`config.mk`:
```
export PLATFORM = sky130hd
export DESIGN_NAME = rtc_bus_scheduler
export DESIGN_NICKNAME = d
export VERILOG_FILES = /design/src/rtl/rtc_bus_scheduler.sv
export SDC_FILE = /design/constraint.sdc
export NUM_CORES = 1
export LEC_CHECK = 0
export ABC_AREA = 1
export CAP_MARGIN = 20
export CORE_MARGIN = 2
export CORE_UTILIZATION = 40
export DETAILED_ROUTE_END_ITERATION = 10
export DONT_BUFFER_PORTS = 1
export GPL_TIMING_DRIVEN = 1
export PLACE_DENSITY = 0.55
export SETUP_SLACK_MARGIN = 0.3
export SYNTH_ARGS = -nofsm -noshare
export SYNTH_HDL_FRONTEND = slang
export SYNTH_SLANG_ARGS = --single-unit
```
`constraint.sdc`:
```
create_clock -name reloj -period 4.14 [get_ports reloj]
set_input_delay 0.828 -clock reloj [delete_from_list [all_inputs] [get_ports reloj]]
set_output_delay 0.828 -clock reloj [all_outputs]
set_load 0.005 [all_outputs]
```
`src/rtl/rtc_bus_scheduler.sv`:
```
// rtc_bus_scheduler
// Sequences every transaction to the external RTC over the multiplexed 8-bit
// address/data bus. Each register takes one FRAME_LEN-cycle frame: an address
// phase (ad_n low, address latched with cs_n/wr_n) followed by a data phase
// (cs_n with rd_n for reads, or with wr_n for writes).
// Three requesters are arbitrated with priority init > write > read.
//
// Ports:
//   reloj, resetM           clock, synchronous active-high reset
//   req_ini/req_wr/req_rd   one-cycle request pulses (latched while busy)
//   wr_grp                  register group for req_wr (11 = dropped)
//   wr_data                 write byte for register wr_idx
//   bus_in                  byte read back from the RTC
//   cs_n/rd_n/wr_n/ad_n     RTC strobes, active low
//   bus_oe/bus_out          bus drive enable and driven address/data
//   wr_idx                  register whose write data is wanted (F = none)
//   rd_idx/rd_data/rd_valid captured read byte and its index
//   busy/done/cur_op        transaction status
module rtc_bus_scheduler #(
    parameter int FRAME_LEN = 32
) (
    input  logic       reloj,
    input  logic       resetM,
    input  logic       req_ini,
    input  logic       req_wr,
    input  logic [1:0] wr_grp,
    input  logic       req_rd,
    input  logic [7:0] wr_data,
    input  logic [7:0] bus_in,
    output logic       cs_n,
    output logic       rd_n,
    output logic       wr_n,
    output logic       ad_n,
    output logic       bus_oe,
    output logic [7:0] bus_out,
    output logic [3:0] wr_idx,
    output logic [3:0] rd_idx,
    output logic [7:0] rd_data,
    output logic       rd_valid,
    output logic       busy,
    output logic       done,
    output logic [1:0] cur_op
);

    localparam int FCW = $clog2(FRAME_LEN);

    typedef enum logic [1:0] {S_IDLE, S_XFER, S_DONE} state_t;
    typedef enum logic [1:0] {OP_NONE = 2'b00, OP_READ = 2'b01,
                              OP_WRITE = 2'b10, OP_INIT = 2'b11} op_t;

    state_t         state_q, state_d;
    op_t            op_q, op_d;
    logic [FCW-1:0] fc_q, fc_d;
    logic [3:0]     frm_q, frm_d;
    logic [3:0]     base_q, base_d;
    logic [1:0]     grp_q, grp_d;
    logic           pendIni_q, pendIni_d, pendWr_q, pendWr_d, pendRd_q, pendRd_d;
    logic           csN_q, csN_d, rdN_q, rdN_d, wrN_q, wrN_d, adN_q, adN_d;
    logic           busOe_q, busOe_d, rdValid_q, rdValid_d;
    logic           busy_q, busy_d, done_q, done_d;
    logic [7:0]     busOut_q, busOut_d, rdData_q, rdData_d;
    logic [3:0]     wrIdx_q, wrIdx_d, rdIdx_q, rdIdx_d;
    logic [3:0]     idx_d;
    logic           inXfer, isRead, isWriteLike;

    function automatic logic [7:0] regAddr(input logic [3:0] idx);
        case (idx)
            4'd0:    return 8'h24;
            4'd1:    return 8'h25;
            4'd2:    return 8'h26;
            4'd3:    return 8'h21;
            4'd4:    return 8'h22;
            4'd5:    return 8'h23;
            4'd6:    return 8'h41;
            4'd7:    return 8'h42;
            4'd8:    return 8'h43;
            default: return 8'h00;
        endcase
    endfunction

    function automatic logic [7:0] initAddr(input logic [3:0] frm);
        return (frm == 4'd2) ? 8'h10 : 8'h02;
    endfunction

    function automatic logic [7:0] initData(input logic [3:0] frm);
        case (frm)
            4'd0:    return 8'h10;
            4'd2:    return 8'hD2;
            default: return 8'h00;
        endcase
    endfunction

    function automatic logic inWin(input logic [FCW-1:0] v, input int lo, input int hi);
        return (int'(v) >= lo) && (int'(v) <= hi);
    endfunction

    // Next-state logic. Output registers are computed from the next-state
    // values so that each strobe lines up with the fc value of its own cycle.
    always_comb begin
        state_d   = state_q;
        op_d      = op_q;
        fc_d      = fc_q;
        frm_d     = frm_q;
        base_d    = base_q;
        grp_d     = grp_q;
        pendIni_d = pendIni_q;
        pendWr_d  = pendWr_q;
        pendRd_d  = pendRd_q;

        case (state_q)
            S_IDLE: begin
                if (pendIni_q || pendWr_q || pendRd_q) begin
                    state_d = S_XFER;
                    fc_d    = '0;
                    frm_d   = 4'd0;
                    if (pendIni_q) begin
                        op_d      = OP_INIT;
                        base_d    = 4'd0;
                        pendIni_d = 1'b0;
                    end else if (pendWr_q) begin
                        op_d     = OP_WRITE;
                        base_d   = ({2'b00, grp_q} << 1) + {2'b00, grp_q};
                        pendWr_d = 1'b0;
                    end else begin
                        op_d     = OP_READ;
                        base_d   = 4'd0;
                        pendRd_d = 1'b0;
                    end
                end
            end
            S_XFER: begin
                if (fc_q == FCW'(FRAME_LEN - 1)) begin
                    fc_d = '0;
                    if (frm_q == ((op_q == OP_READ) ? 4'd8 : 4'd2)) begin
                        state_d = S_DONE;
                    end else begin
                        frm_d = frm_q + 4'd1;
                    end
                end else begin
                    fc_d = fc_q + FCW'(1);
                end
            end
            default: begin
                state_d = S_IDLE;
                op_d    = OP_NONE;
            end
        endcase

        // New requests are applied after the grant so a pulse arriving in the
        // grant cycle stays pending for a later transaction.
        if (req_ini) pendIni_d = 1'b1;
        if (req_rd)  pendRd_d  = 1'b1;
        if (req_wr && (wr_grp != 2'b11)) begin
            pendWr_d = 1'b1;
            grp_d    = wr_grp;
        end

        inXfer      = (state_d == S_XFER);
        isRead      = (op_d == OP_READ);
        isWriteLike = (op_d == OP_WRITE) || (op_d == OP_INIT);
        idx_d       = base_d + frm_d;

        adN_d   = !(inXfer && inWin(fc_d, 1, 10));
        csN_d   = !(inXfer && (inWin(fc_d, 2, 8) || inWin(fc_d, 20, 26)));
        wrN_d   = !(inXfer && (inWin(fc_d, 2, 8) || (isWriteLike && inWin(fc_d, 20, 26))));
        rdN_d   = !(inXfer && isRead && inWin(fc_d, 20, 26));
        busOe_d = inXfer && (inWin(fc_d, 1, 10) || (isWriteLike && inWin(fc_d, 18, 28)));

        // bus_out is loaded at the start of each phase and held otherwise, so
        // wr_data is sampled exactly once per write frame.
        busOut_d = busOut_q;
        if (inXfer && (fc_d == FCW'(1))) begin
            busOut_d = (op_d == OP_INIT) ? initAddr(frm_d) : regAddr(idx_d);
        end else if (inXfer && isWriteLike && (fc_d == FCW'(18))) begin
            busOut_d = (op_d == OP_INIT) ? initData(frm_d) : wr_data;
        end

        wrIdx_d   = (inXfer && (op_d == OP_WRITE)) ? idx_d : 4'hF;
        rdValid_d = inXfer && isRead && (fc_d == FCW'(27));
        rdIdx_d   = rdValid_d ? idx_d : rdIdx_q;
        rdData_d  = rdValid_d ? bus_in : rdData_q;
        busy_d    = (state_d != S_IDLE);
        done_d    = (state_d == S_DONE);
    end

    // State and output registers; reset abandons any transaction in flight
    // together with all pending requests.
    always_ff @(posedge reloj) begin
        if (resetM) begin
            state_q   <= S_IDLE;
            op_q      <= OP_NONE;
            fc_q      <= '0;
            frm_q     <= 4'd0;
            base_q    <= 4'd0;
            grp_q     <= 2'b00;
            pendIni_q <= 1'b0;
            pendWr_q  <= 1'b0;
            pendRd_q  <= 1'b0;
            csN_q     <= 1'b1;
            rdN_q     <= 1'b1;
            wrN_q     <= 1'b1;
            adN_q     <= 1'b1;
            busOe_q   <= 1'b0;
            busOut_q  <= 8'h00;
            wrIdx_q   <= 4'hF;
            rdIdx_q   <= 4'd0;
            rdData_q  <= 8'h00;
            rdValid_q <= 1'b0;
            busy_q    <= 1'b0;
            done_q    <= 1'b0;
        end else begin
            state_q   <= state_d;
            op_q      <= op_d;
            fc_q      <= fc_d;
            frm_q     <= frm_d;
            base_q    <= base_d;
            grp_q     <= grp_d;
            pendIni_q <= pendIni_d;
            pendWr_q  <= pendWr_d;
            pendRd_q  <= pendRd_d;
            csN_q     <= csN_d;
            rdN_q     <= rdN_d;
            wrN_q     <= wrN_d;
            adN_q     <= adN_d;
            busOe_q   <= busOe_d;
            busOut_q  <= busOut_d;
            wrIdx_q   <= wrIdx_d;
            rdIdx_q   <= rdIdx_d;
            rdData_q  <= rdData_d;
            rdValid_q <= rdValid_d;
            busy_q    <= busy_d;
            done_q    <= done_d;
        end
    end

    assign cs_n     = csN_q;
    assign rd_n     = rdN_q;
    assign wr_n     = wrN_q;
    assign ad_n     = adN_q;
    assign bus_oe   = busOe_q;
    assign bus_out  = busOut_q;
    assign wr_idx   = wrIdx_q;
    assign rd_idx   = rdIdx_q;
    assign rd_data  = rdData_q;
    assign rd_valid = rdValid_q;
    assign busy     = busy_q;
    assign done     = done_q;
    assign cur_op   = op_q;

endmodule

```
==> flow_metrics.env <==
export IMPL_status="finished, final reports clean"
export IMPL_use_met2_pct=29.5
export IMPL_min_period_over_period_pct=78.4
export IMPL_path_clk_slew_ns=0.10
export IMPL_fin_skew_ns=0.0121
export IMPL_fin_setup_tns_ns=0
export IMPL_synthCells=392
export IMPL_syn_to_final_growth_pct=7.11
export IMPL_ys_ff_latch=54
export IMPL_synth_edf_count=0
export IMPL_grt_start_max_net_pins=29
export IMPL_crit_start="fc_q[1]"
export IMPL_rows=30
export IMPL_synth_fp_nets=428
export IMPL_p_per_area_nw_per_um2=351
export IMPL_drtIter0Drc=149
export IMPL_io_pins=57
export IMPL_synth_compound_area_share_pct=12.2
export IMPL_antenna_found_initial=0
export IMPL_wl_um=6060
export IMPL_synth_seq_area_share_pct=38.4
export IMPL_dp_cells=483
export IMPL_synthTopCellsByCount="nand2_1 (89), dfxtp_1 (54), inv_1 (51), nor2_1 (45), nand3_1 (24)"
export IMPL_worst_ep_arrival_time_ns=3.44
export IMPL_fmax_mhz=308
export IMPL_gp_congestion=0.815
export IMPL_cts_max_path_buffers=2
export IMPL_post_route_min_period_ns=3.25
export IMPL_r2r_start="fc_q[1]"
export IMPL_post_cts_buffers=0
export IMPL_cts_root_buf="clkbuf_8"
export IMPL_h_tree_depth=2
export IMPL_crit_type="reg2reg"
export IMPL_worstMarginPinSlew_ns=0.539
export IMPL_grt_busiest_layer="met2"
export IMPL_use_met1_pct=21.7
export IMPL_synth_main_ff_cell="dfxtp_1"
export IMPL_tritoncts="built"
export IMPL_die_area_um2=7730
export IMPL_clk_latency_ns=0.30
export IMPL_cts_hold_buf=0
export IMPL_firstDrtPassIters=4
export IMPL_synth_simple_area_share_pct=32.9
export IMPL_drtAntennaViolNets=0
export IMPL_synth_top_cell_area_share_pct=38.4
export IMPL_drive_gt1_share_pct=14.4
export IMPL_max_cap_viol_count=0
export IMPL_yosys_top_cells_area="dfxtp_1 (38%), nand2_1 (12%), inv_1 (6.8%)"
export IMPL_synth_distinct_cells=36
export IMPL_start_kind="flip-flop"
export IMPL_use_met3_pct=4.43
export IMPL_synth_top_family_by_area="simple AND/OR/NAND/NOR gates"
export IMPL_yosys_area_top_type="dfxtp_1"
export IMPL_synth_xor_area_share_pct=0.622
export IMPL_overflow=0
export IMPL_vias_per_cell=4.77
export IMPL_start_util_pct=41.5
export IMPL_required_ns=4.33
export IMPL_cts_sinks=54
export IMPL_yosysMostFrequentCell="nand2_1"
export IMPL_final_nets=430
export IMPL_grt_total_usage_pct=17.0
export IMPL_layout_cells_non_filler=491
export IMPL_dpl_hpwl_um=4610
export IMPL_finalSetupViolations=0
export IMPL_core_area_um2=6790
export IMPL_grt_pass1_wl_um=10400
export IMPL_finalMaxSlewViolations=0
export IMPL_port_buffers=0
export IMPL_syn_avg_cell_area_um2=7.18
export IMPL_die_h_um=87.9
export IMPL_hp_start="bus_out[3]"
export IMPL_yosys_warnings=0
export IMPL_vias=2341
export IMPL_syn_cell_area_um2=2820
export IMPL_ctsResizeCount=0
export IMPL_die_w_um=87.9
export IMPL_slew_headroom_pct=63.9
export IMPL_rsz0062_at_grt="false"
export IMPL_worstHoldPathType="reg2reg"
export IMPL_cts_made_buffers=5
export IMPL_p_leak_uw=0.00140
export IMPL_path_max_fanout=7
export IMPL_grt_pass1_vias=2250
export IMPL_wl_per_cell_um=12.3
export IMPL_diodes=0
export IMPL_max_vdd_ir_drop_uv=168
export IMPL_cp_end_kind="flip-flop"
export IMPL_synth_area_mux_share_pct=0
export IMPL_drcViolationCount=0
export IMPL_final_hold_viol_count=0
export IMPL_synth_async_sr_flop_share_pct=0
export IMPL_yosys_area_share_adder_pct=6.04
cell type report:
type | instances | area (um2)
fillers | 726 | 3780
clock buffers | 6 | 72.6
flip-flops and latches | 54 | 1080
multi-input cells | 269 | 1460
well taps | 96 | 120
clock inverters | 2 | 37.5
inverters | 63 | 240
repair buffers | 1 | 7.51
critical path, stage by stage, from the launching register on:
cell and delay (ns):
dfxtp_1 0.42, ha_1 0.19, nand2_1 0.07, nor2_1 0.10, ha_1 0.29, nand2_1 0.08, nor2_1 0.10, nand3_1 0.18
nand4_1 0.12, o21ai_1 0.10, ha_1 0.22, inv_1 0.07, fa_1 0.48, ha_1 0.32, o21ai_0 0.18, nand3_1 0.10
nand3_1 0.07, a21oi_1 0.06
power by group:
group / internal, uW / switching, uW
Clock: 181 / 176
Sequential: 540 / 16.2
Combinational: 45.9 / 99.4
Total: 767 / 291
cell usage in the layout, fill, tap and decap left out, types with 5 or more instances in the layout:
master and count:
nand2_1 89, dfxtp_1 54, inv_1 51, nor2_1 45, nand3_1 24, a21oi_1 20
o21ai_0 17, nand2_2 12, ha_1 12, inv_2 9, o21ai_1 5, clkbuf_8 5
cells by family after synthesis:
logic type               after synthesis
AO/OA/AOI/OAI                         58
buffers and inverters                 69
XOR/XNOR                               2
flip-flops                            54
adder cells (fa/ha/maj)               13
AND/OR/NAND/NOR                      196
final timing paths:
path                      to  slack (ns)  cells past startpoint
setup / recovery  bus_out[0]        0.89                     17
hold reg to reg   bus_out[3]        0.48                      2
setup reg to reg  bus_out[0]        0.89                     17
hold / removal    bus_out[3]        0.48                      2
through the flow:
stage                     util, %  worst slack (ns)  total power (uW)  hold slack (ns)  instance area (um2)
final                        44.4             0.894              1060            0.483                 3020
after global placement       42.8              1.04               715            0.471                 2910
after global routing         44.4             0.545              1120            0.505                 3020
after CTS                    44.4             0.910              1070            0.488                 3020
after floorplan                 -              1.28               685            0.461                 2820
after detailed placement     42.8             0.941               715            0.472                 2910
registers in the layout (all words and copies together) (netlist names), 2 cells and up:
name	flops
rd_data	8
frm_q	4
state_q	2
rd_idx	4
cur_op	2
grp_q	2
base_q	4
fc_q	5
bus_out	8
wr_idx	4
metal layers:
| layer | vias up | routed length [um] |
|---|---|---|
| met2 | 51 | 2970 |
| met4 | 0 | 22 |
| met3 | 4 | 295 |
| met5 | - | 0 |
| li1 | 1238 | - |
| met1 | 1048 | 2770 |
Power figures use the tool's default switching activity.
